`config.mk`:
```
export PLATFORM = sky130hd
export DESIGN_NAME = conv_1x1_sched
export DESIGN_NICKNAME = d
export VERILOG_FILES = /design/src/rtl/conv_1x1_sched_pkg.sv /design/src/rtl/conv_1x1_addr_gen.sv /design/src/rtl/conv_1x1_sched.sv
export SDC_FILE = /design/constraint.sdc
export NUM_CORES = 1
export LEC_CHECK = 0
export CAP_MARGIN = 20
export CORE_UTILIZATION = 45
export DETAILED_ROUTE_END_ITERATION = 6
export GPL_ROUTABILITY_DRIVEN = 0
export GPL_TIMING_DRIVEN = 0
export PLACE_DENSITY = 0.76
export SLEW_MARGIN = 20
export SYNTH_ARGS = -nofsm -noshare
export SYNTH_HDL_FRONTEND = slang
export SYNTH_SLANG_ARGS = --single-unit
```
`constraint.sdc`:
```
create_clock -name clk -period 2.6 [get_ports clk]
set_clock_uncertainty 0.15 [all_clocks]
set_input_delay 0.52 -clock clk [delete_from_list [all_inputs] [get_ports clk]]
set_output_delay 0.52 -clock clk [all_outputs]
set_load 0.03 [all_outputs]
```
`src/rtl/conv_1x1_sched_pkg.sv`:
```
// Shared types and default dimensions for the 1x1 convolution sequencer.
package conv_1x1_sched_pkg;

  typedef enum logic [2:0] {IDLE, LOAD_W, LATCH, RUN, DRAIN, DONE} state_t;

  localparam int DEF_IMAGE_WIDTH     = 16;
  localparam int DEF_IMAGE_HEIGHT    = 16;
  localparam int DEF_CHANNEL_NUM_IN  = 256;
  localparam int DEF_CHANNEL_NUM_OUT = 512;
  localparam int DEF_OUTSTD_WIDTH    = 6;
  localparam int IMAGE_SIZE          = DEF_IMAGE_WIDTH * DEF_IMAGE_HEIGHT;

  // $clog2(1) is 0; every counter and bus must stay at least one bit wide.
  function automatic int width_of(input int n);
    return (n > 1) ? $clog2(n) : 1;
  endfunction

endpackage

```
`src/rtl/conv_1x1_addr_gen.sv`:
```
// pix/cin/cout counters with plane wrap and pixel/weight address generation.
// Optional stride-2 pixel skipping is built in with CONV1X1_SCHED_STRIDE2_EN.
module conv_1x1_addr_gen
  import conv_1x1_sched_pkg::*;
#(
  parameter int IMAGE_WIDTH     = DEF_IMAGE_WIDTH,
  parameter int IMAGE_HEIGHT    = DEF_IMAGE_HEIGHT,
  parameter int CHANNEL_NUM_IN  = DEF_CHANNEL_NUM_IN,
  parameter int CHANNEL_NUM_OUT = DEF_CHANNEL_NUM_OUT,
  localparam int IMG_SIZE = IMAGE_WIDTH * IMAGE_HEIGHT,
  localparam int WA_W     = width_of(CHANNEL_NUM_IN * CHANNEL_NUM_OUT),
  localparam int PA_W     = width_of(IMG_SIZE * CHANNEL_NUM_IN),
  localparam int CO_W     = width_of(CHANNEL_NUM_OUT)
) (
  input  logic            clk,
  input  logic            reset,
  input  logic            clr,
  input  logic            issue,
`ifdef CONV1X1_SCHED_STRIDE2_EN
  input  logic            stride2,
`endif
  output logic [PA_W-1:0] pxl_addr,
  output logic [WA_W-1:0] w_addr,
  output logic [CO_W-1:0] cout_idx,
  output logic            cin_first,
  output logic            cin_last,
  output logic            plane_end,
  output logic            job_end
);

  localparam int PIX_W = width_of(IMG_SIZE);
  localparam int CI_W  = width_of(CHANNEL_NUM_IN);

  logic [PIX_W-1:0] pix;
  logic [PIX_W-1:0] pix_step;
  logic [CI_W-1:0]  cin;
  logic [CO_W-1:0]  cout;
  logic             pix_last;
  logic             cout_last;

`ifdef CONV1X1_SCHED_STRIDE2_EN
  localparam int COL_W   = width_of(IMAGE_WIDTH / 2);
  localparam int S2_LAST = (IMAGE_HEIGHT - 2) * IMAGE_WIDTH + IMAGE_WIDTH - 2;

  logic [COL_W-1:0] col;
  logic             col_last;
  logic             stride_q;

  // pix is the linear offset in the plane; stride-2 hops two columns, or
  // past the odd row at the end of an even row.
  assign col_last = (col == COL_W'(IMAGE_WIDTH / 2 - 1));
  assign pix_last = stride_q ? (pix == PIX_W'(S2_LAST)) : (pix == PIX_W'(IMG_SIZE - 1));

  always_comb begin
    pix_step = PIX_W'(1);
    if (stride_q)
      pix_step = col_last ? PIX_W'(IMAGE_WIDTH + 2) : PIX_W'(2);
  end
`else
  assign pix_last = (pix == PIX_W'(IMG_SIZE - 1));
  assign pix_step = PIX_W'(1);
`endif

  assign cin_first = (cin == '0);
  assign cin_last  = (cin == CI_W'(CHANNEL_NUM_IN - 1));
  assign cout_last = (cout == CO_W'(CHANNEL_NUM_OUT - 1));
  assign plane_end = issue & pix_last;
  assign job_end   = cin_last & cout_last;

  always_ff @(posedge clk or negedge reset) begin
    if (!reset) begin
      pix  <= '0;
      cin  <= '0;
      cout <= '0;
`ifdef CONV1X1_SCHED_STRIDE2_EN
      col      <= '0;
      stride_q <= 1'b0;
`endif
    end else if (clr) begin
      pix  <= '0;
      cin  <= '0;
      cout <= '0;
`ifdef CONV1X1_SCHED_STRIDE2_EN
      col      <= '0;
      stride_q <= stride2;
`endif
    end else if (issue) begin
      if (pix_last) begin
        pix <= '0;
`ifdef CONV1X1_SCHED_STRIDE2_EN
        col <= '0;
`endif
        if (cin_last) begin
          cin  <= '0;
          cout <= cout_last ? '0 : cout + 1'b1;
        end else begin
          cin <= cin + 1'b1;
        end
      end else begin
        pix <= pix + pix_step;
`ifdef CONV1X1_SCHED_STRIDE2_EN
        col <= col_last ? '0 : col + 1'b1;
`endif
      end
    end
  end

  assign pxl_addr = PA_W'(cin) * PA_W'(IMG_SIZE) + PA_W'(pix);
  assign w_addr   = WA_W'(cout) * WA_W'(CHANNEL_NUM_IN) + WA_W'(cin);
  assign cout_idx = cout;

endmodule

```
`src/rtl/conv_1x1_sched.sv`:
```
// 1x1 convolution sequencer: weight fetch, plane streaming, drain and done.
// Define CONV1X1_SCHED_STRIDE2_EN to add the stride2 input.
module conv_1x1_sched
  import conv_1x1_sched_pkg::*;
#(
  parameter int IMAGE_WIDTH     = DEF_IMAGE_WIDTH,
  parameter int IMAGE_HEIGHT    = DEF_IMAGE_HEIGHT,
  parameter int CHANNEL_NUM_IN  = DEF_CHANNEL_NUM_IN,
  parameter int CHANNEL_NUM_OUT = DEF_CHANNEL_NUM_OUT,
  parameter int OUTSTD_WIDTH    = DEF_OUTSTD_WIDTH,
  localparam int WA_W = width_of(CHANNEL_NUM_IN * CHANNEL_NUM_OUT),
  localparam int PA_W = width_of(IMAGE_WIDTH * IMAGE_HEIGHT * CHANNEL_NUM_IN),
  localparam int CO_W = width_of(CHANNEL_NUM_OUT)
) (
  input  logic            clk,
  input  logic            reset,
  input  logic            start,
`ifdef CONV1X1_SCHED_STRIDE2_EN
  input  logic            stride2,
`endif
  output logic            busy,
  output logic            done,
  output logic            w_rd_en,
  output logic [WA_W-1:0] w_addr,
  input  logic            w_valid,
  output logic            load_weights,
  output logic            pxl_rd_en,
  output logic [PA_W-1:0] pxl_addr,
  input  logic            pxl_rdy,
  output logic            acc_first,
  output logic            acc_last,
  output logic [CO_W-1:0] cout_idx,
  input  logic            mul_valid
);

  // state  | meaning
  // IDLE   | waiting for start
  // LOAD_W | weight fetch requested, waiting for w_valid
  // LATCH  | load_weights pulse
  // RUN    | one pixel per cycle while pxl_rdy
  // DRAIN  | all pixels issued, waiting for in-flight products
  // DONE   | done pulse

  state_t                  state;
  logic [OUTSTD_WIDTH-1:0] outstanding;
  logic                    start_acc;
  logic                    retire;
  logic                    drain_empty;
  logic                    cin_first;
  logic                    cin_last;
  logic                    plane_end;
  logic                    job_end;

  assign start_acc = (state == IDLE) & start;
  assign pxl_rd_en = (state == RUN) & pxl_rdy;
  assign acc_first = pxl_rd_en & cin_first;
  assign acc_last  = pxl_rd_en & cin_last;

  conv_1x1_addr_gen #(
    .IMAGE_WIDTH     (IMAGE_WIDTH),
    .IMAGE_HEIGHT    (IMAGE_HEIGHT),
    .CHANNEL_NUM_IN  (CHANNEL_NUM_IN),
    .CHANNEL_NUM_OUT (CHANNEL_NUM_OUT)
  ) u_addr_gen (
    .clk       (clk),
    .reset     (reset),
    .clr       (start_acc),
    .issue     (pxl_rd_en),
`ifdef CONV1X1_SCHED_STRIDE2_EN
    .stride2   (stride2),
`endif
    .pxl_addr  (pxl_addr),
    .w_addr    (w_addr),
    .cout_idx  (cout_idx),
    .cin_first (cin_first),
    .cin_last  (cin_last),
    .plane_end (plane_end),
    .job_end   (job_end)
  );

  // A retire with nothing in flight is a stray pulse and is dropped.
  assign retire = mul_valid & (outstanding != '0);

  always_ff @(posedge clk or negedge reset) begin
    if (!reset)
      outstanding <= '0;
    else if (pxl_rd_en && !retire)
      outstanding <= outstanding + 1'b1;
    else if (!pxl_rd_en && retire)
      outstanding <= outstanding - 1'b1;
  end

  // No issues happen in DRAIN, so the last retire can be taken on its own cycle.
  assign drain_empty = (outstanding == '0) ||
                       ((outstanding == OUTSTD_WIDTH'(1)) && retire);

  always_ff @(posedge clk or negedge reset) begin
    if (!reset) begin
      state        <= IDLE;
      busy         <= 1'b0;
      done         <= 1'b0;
      w_rd_en      <= 1'b0;
      load_weights <= 1'b0;
    end else begin
      done         <= 1'b0;
      load_weights <= 1'b0;
      case (state)
        IDLE: begin
          if (start) begin
            state   <= LOAD_W;
            busy    <= 1'b1;
            w_rd_en <= 1'b1;
          end
        end
        LOAD_W: begin
          if (w_valid) begin
            state        <= LATCH;
            w_rd_en      <= 1'b0;
            load_weights <= 1'b1;
          end
        end
        LATCH: state <= RUN;
        RUN: begin
          if (plane_end) begin
            if (job_end) begin
              state <= DRAIN;
            end else begin
              state   <= LOAD_W;
              w_rd_en <= 1'b1;
            end
          end
        end
        DRAIN: begin
          if (drain_empty) begin
            state <= DONE;
            done  <= 1'b1;
          end
        end
        DONE: begin
          state <= IDLE;
          busy  <= 1'b0;
        end
        default: state <= IDLE;
      endcase
    end
  end

endmodule

```
# Yosys cells after proc, flatten, opt, wreduce, memory -nomap -nowiden
# Cells that the tools add are included.
# totals
regBits	38
latchBits	0
mem_bits_rw	0
mem_bits_ro	0
input_bits	6
output_inout_bits	49
word_cells	88
n_memories	0
# classes
n_addsub	7
mul	0
div_mod_pow	0
order_cmp	0
eq_ne	14
n_shift	0
muxes	30
n_bitwise	7
reduce_logical	21
# op_table
op	count
two-way mux 8 bit	7
two-way mux 9 bit	5
adder 17 x 8 -> 17 bit	1
adder 16 x 8 -> 16 bit	1
adder 8 x 1 -> 8 bit, second input constant	2
equality test 8 bit, second input constant	2
two-way mux 3 bit	5
one-hot mux 3 bit (5 select lines)	1
two-way mux 6 bit	2
inequality test 2 bit, second input constant	5
nonzero test 2 bit	5
adder 9 x 1 -> 9 bit, second input constant	1
equality test 9 bit, second input constant	1
logical NOT 8 bit	1
two-way mux 1 bit	8
bitwise AND 1 bit	7
adder 6 x 1 -> 6 bit, second input constant	1
equality test 3 x 2 -> 1 bit, second input constant	2
equality test 3 bit, second input constant	2
equality test 6 x 1 -> 1 bit, second input constant	1
logical NOT 6 bit	1
nonzero test 6 bit	1
subtractor 6 x 1 -> 6 bit, second input constant	1
AND reduction 5 bit	1
other kinds (11)	15

# Longest topological paths before layout
# depth
depth_word	6
mapped_depth	10
depth_no_buf	9

# Modules after synthesis
# From an unflattened synthesis, not the netlist that was laid out.
# unflattened
hier_cells	243
hier_area_um2	2285.9
# modules_own_cells
mod	instances	cells_per_inst	area_each_um2
conv_1x1_addr_gen	1	166	1512.7
conv_1x1_sched	1	77	773.2

# Least setup slack after synthesis
# OpenSTA, ideal clock, no wires.
# synth_path
path_type	register to register
start	register u_addr_gen.cout[0], in the netlist u_addr_gen.cout_idx[0]
end	register u_addr_gen.cout[7], in the netlist u_addr_gen.cout_idx[7]
setup_ns	0.078
t_arrival_ns	2.648
required_time_ns	2.372
setup_slack_ns	-0.276
path_stages_with_launch	11
n_path_buf	2
cell_sequence	dfrtp_1 ha_1 and3_1 and3_1 and3_1 ha_1 clkbuf_1 and3b_1 clkbuf_1 or4b_1 a21oi_1
# synth_between
elab_chain_len	6
word_cells_on_any_way	7
classes_between	add/sub: 1; eq/ne: 1; mux: 5
# synth_lines
element	line	text
from (decl)	conv_1x1_addr_gen.sv:37	logic [CO_W-1:0] cout;
from (signal assigned)	conv_1x1_addr_gen.sv:95	cout <= cout_last ? '0 : cout + 1'b1;
adder 9 x 1 -> 9 bit / equality test 9 bit (equally long branches)	conv_1x1_addr_gen.sv:95, conv_1x1_addr_gen.sv:66	
two-way mux 9 bit *	conv_1x1_addr_gen.sv:95	
two-way mux 9 bit *	conv_1x1_addr_gen.sv:93	if (cin_last) begin
two-way mux 9 bit *	conv_1x1_addr_gen.sv:88	if (pix_last) begin
two-way mux 9 bit *	conv_1x1_addr_gen.sv:87	end else if (issue) begin
two-way mux 9 bit *	conv_1x1_addr_gen.sv:79	end else if (clr) begin
# Mark *: on every way between the ends. The rest lies on a longest branch, timed or not. The select of a mux whose other input is x is not followed.
# A chain may end at the register's enable or synchronous reset.

# Worst setup path after layout
# layout_path
start	register u_addr_gen.cout[0], in the netlist u_addr_gen.cout_idx[0]
end	register u_addr_gen.cout[5], in the netlist u_addr_gen.cout_idx[5]
# Same word-level chain as after synthesis.

==> results.py <==
metrics = {
    "setup_path": {
        "reg2reg_slack_ps": 100,
        "crit_cells": 9,
        "endpoint_kind": "flop",
        "critPathTopFamily": "simple AND/OR/NAND/NOR gates",
        "cp_num_buf_inv": 1,
        "critical_path_class": "flop to flop",
        "path_max_fanout": 6,
        "r2r_cells": 9,
        "max_stage_delay_ps": 440,
        "worstPathArrival_ps": 2570,
        "cp.required_ps": 2670,
        "critical_path.startpoint_type": "flop",
        "r2r-start": "u_addr_gen.cout_idx[0]",
        "crit_chain": "ha_4 > and3_4 > and3_4 > and3_1 > ha_4 > and3b_1 > clkbuf_8 > or4b_1 > a21oi_2",
        "slowest_stage": "or4b_1",
        "r2r-end": "u_addr_gen.cout_idx[5]",
    },
    "synth": {
        "synth.top_cell.area_share_pct": 41.04,
        "async_reset_ff_share_pct": 100.0,
        "synthesis.area_um2": 2317,
        "synth_cell_types": 43,
        "syn_inst": 252,
        "synth.net_count": 268,
        "synth_top_area_cell": "dfrtp_1",
        "seq_area_frac_synth_pct": 41.04,
        "ys_ff_latch": 38,
        "yosys_warnings": 0,
        "synthTopCellsByArea": "dfrtp_1 (41%), buf_4 (5.5%), ha_1 (5.4%)",
        "synth_area_per_cell_um2": 9.195,
        "synthFlopType": "dfrtp_1",
        "synth_edf_count": 0,
    },
    "finish": {
        "final_cells": 387,
        "area_delta_synth_final_pct": 36.66,
        "final_area_um2": 3167,
        "drive_gt1_share_pct": 18.13,
        "diodes": 0,
        "fillers": 423,
        "final_nets": 335,
    },
    "hold_path": {
        "hp-class": "flop to flop",
        "hold_path_startpoint": "outstanding[5]",
        "hold_path_end": "outstanding[5]",
        "holdPathStages": 1,
    },
    "timing": {
        "period_share_pct": 96.21,
        "relSlewSlack_pct": 60.22,
        "rsz0062_at_grt": "no",
        "final.min_clock_period_ps": 2501,
        "fin_setup_tns_ps": 0,
        "drv_slew": 0,
        "finalHoldViolCount": 0,
        "setup_violations": 0,
        "max_freq_mhz": 399.8,
        "worstMarginPinSlew_ps": 589.2,
    },
    "floorplanning": {
        "die_w_um": 73.76,
        "pin_count": 55,
        "dieArea_um2": 5441,
        "die_h_um": 73.76,
        "start_util_pct": 47.79,
        "rows": 25,
        "coreArea_um2": 4848,
    },
    "grt": {
        "overflow": 0,
        "grt_max_degree": 25,
        "grt_first_pass_wirelength_mm": 9.246,
        "gr-usage-all-layers_pct": 22.59,
        "antenna_found_initial": 0,
        "grt_pass1_vias": 1946,
    },
    "power_and_ir_drop": {
        "leakagePower_uw": 0.001304,
        "fin_total_pwr_uw": 1961,
        "max-vdd-ir-drop_mv": 0.4482,
        "power_density_nw_per_um2": 619.3,
    },
    "drt": {
        "wl_mm": 5.627,
        "vias_per_cell": 5.463,
        "drtAntennaViolNets": 0,
        "drc": 0,
        "first_iter_violations": 102,
        "first_pass_iters": 4,
        "num_vias": 2114,
        "wl_per_cell_um": 14.54,
    },
    "outcome": {
        "outcome": "complete, no violations",
    },
    "clock_tree": {
        "cts_tree": "done",
        "cts.sinks": 38,
        "cts_made_buffers": 5,
        "ctsHtreeMaxLevel": 2,
        "clk_pin_slew_ps": 70,
        "clk_path_buf_depth": 2,
        "clk_latency_ps": 290,
        "clockRootBuffer": "clkbuf_8",
    },
    "placed_design": {
        "placedCellCount": 374,
        "place.port_buffers": 54,
        "place_area_um2": 3002,
        "place_hpwl_mm": 3.924,
    },
    "run": {
        "maxCapViolCount": 0,
    },
}
logic make-up after synthesis:
| group | after synthesis | synth area share [%] |
|---|---|---|
| compound gates | 48 | 12.74 |
| xor+xnor | 14 | 5.292 |
| fa+ha+maj | 10 | 5.400 |
| buf+inv | 37 | 8.909 |
| flops | 38 | 41.04 |
| mux | 3 | 1.296 |
| simple gates | 102 | 25.32 |
final cells by class:
class | count | area (µm²) | share of cell area, %
multi-input cells | 177 | 1215 | 38.36
flip-flops and latches | 38 | 955.9 | 30.19
repair buffers | 62 | 603.1 | 19.04
plain buffers | 28 | 187.7 | 5.927
clock buffers | 7 | 86.33 | 2.726
well taps | 67 | 83.83 | 2.647
inverters | 7 | 30.03 | 0.9482
clock inverters | 1 | 5.005 | 0.1580
cells in the final DEF (no fill, tap or decap), types with 9 or more instances in the layout:
cell / instances
clkdlybuf4s50_1: 49
buf_4: 23
nand2_1: 17
nand3_1: 10
nor3_1: 9
nor2_1: 18
a21oi_1: 21
dfrtp_1: 34
per-layer routing:
metal,vias to the layer above,share of wire (%),global-route usage [%]
li1,1044,-,-
met5,-,0,0
met4,0,1.1,8.974
met3,6,5.0,3.567
met2,60,49,37.10
met1,1004,45,29.74
power breakdown:
part           switching, µW  internal [µW]  total, µW
clock                    206            214        420
sequential               141            706        847
combinational            386            308        694
total                    733           1230       1960
state kept, by name (all words and copies together), names as in the netlist:
name and cells:
u_addr_gen.cout_idx 9, done 1, load_weights 1, w_rd_en 1
outstanding 6, u_addr_gen.cin 8, busy 1, state 3
u_addr_gen.pix 8
synthesized netlist by cell type (2+ instances only):
| cell type | count |
|---|---|
| ha_1 | 10 |
| nor4_1 | 6 |
| a31oi_1 | 2 |
| nand2_1 | 18 |
| clkbuf_1 | 10 |
| nand3b_1 | 2 |
| or3_1 | 2 |
| xor2_1 | 7 |
| or4b_1 | 2 |
| mux2i_1 | 3 |
| nand4_1 | 7 |
| nand3_1 | 10 |
| a21oi_1 | 22 |
| buf_4 | 17 |
| and4_1 | 3 |
| nand2b_1 | 2 |
| buf_2 | 3 |
| dfrtp_1 | 38 |
| nand4b_1 | 5 |
| nor2_1 | 18 |
| nor3_1 | 10 |
| o31ai_1 | 7 |
| nor3b_1 | 2 |
| o21bai_1 | 2 |
| inv_1 | 7 |
| xnor2_1 | 7 |
| and3_1 | 8 |
| o21ai_0 | 7 |
worst max path at each step:
stage | from | to | slack, ps
after global routing | u_addr_gen.cin[0] | acc_last | 6
after floorplan | u_addr_gen.cout_idx[1] | u_addr_gen.cout_idx[7] | -20
after global placement | pxl_rdy | acc_first | -570
after detailed placement | pxl_rdy | acc_first | -590
final | u_addr_gen.cout_idx[0] | u_addr_gen.cout_idx[5] | 100
after CTS | pxl_rdy | u_addr_gen.cout_idx[6] | -5
repair_timing:
item | 4_1_cts | 5_1_grt
endpoints found under the setup margin | 6 | 14
hold buffers | 1 | 0
resized for setup | 19 | 9
buffers inserted | 5 | 1
pin swaps | 2 | 1
hold endpoints to repair | 12 | 0
stage by stage:
step / setup WS (ps) / hold WS (ps) / utilization, %
2_1_floorplan: -16.47 / 74.41 / -
4_1_cts: -5.104 / 337.1 / 64.70
6_report: 98.53 / 337.7 / 65.32
3_3_place_gp: -573.6 / 327.0 / 61.60
3_5_place_dp: -586.6 / 315.8 / 61.91
5_1_grt: 5.782 / 348.7 / 65.32
Note: power is estimated with default switching activity, not from simulation.
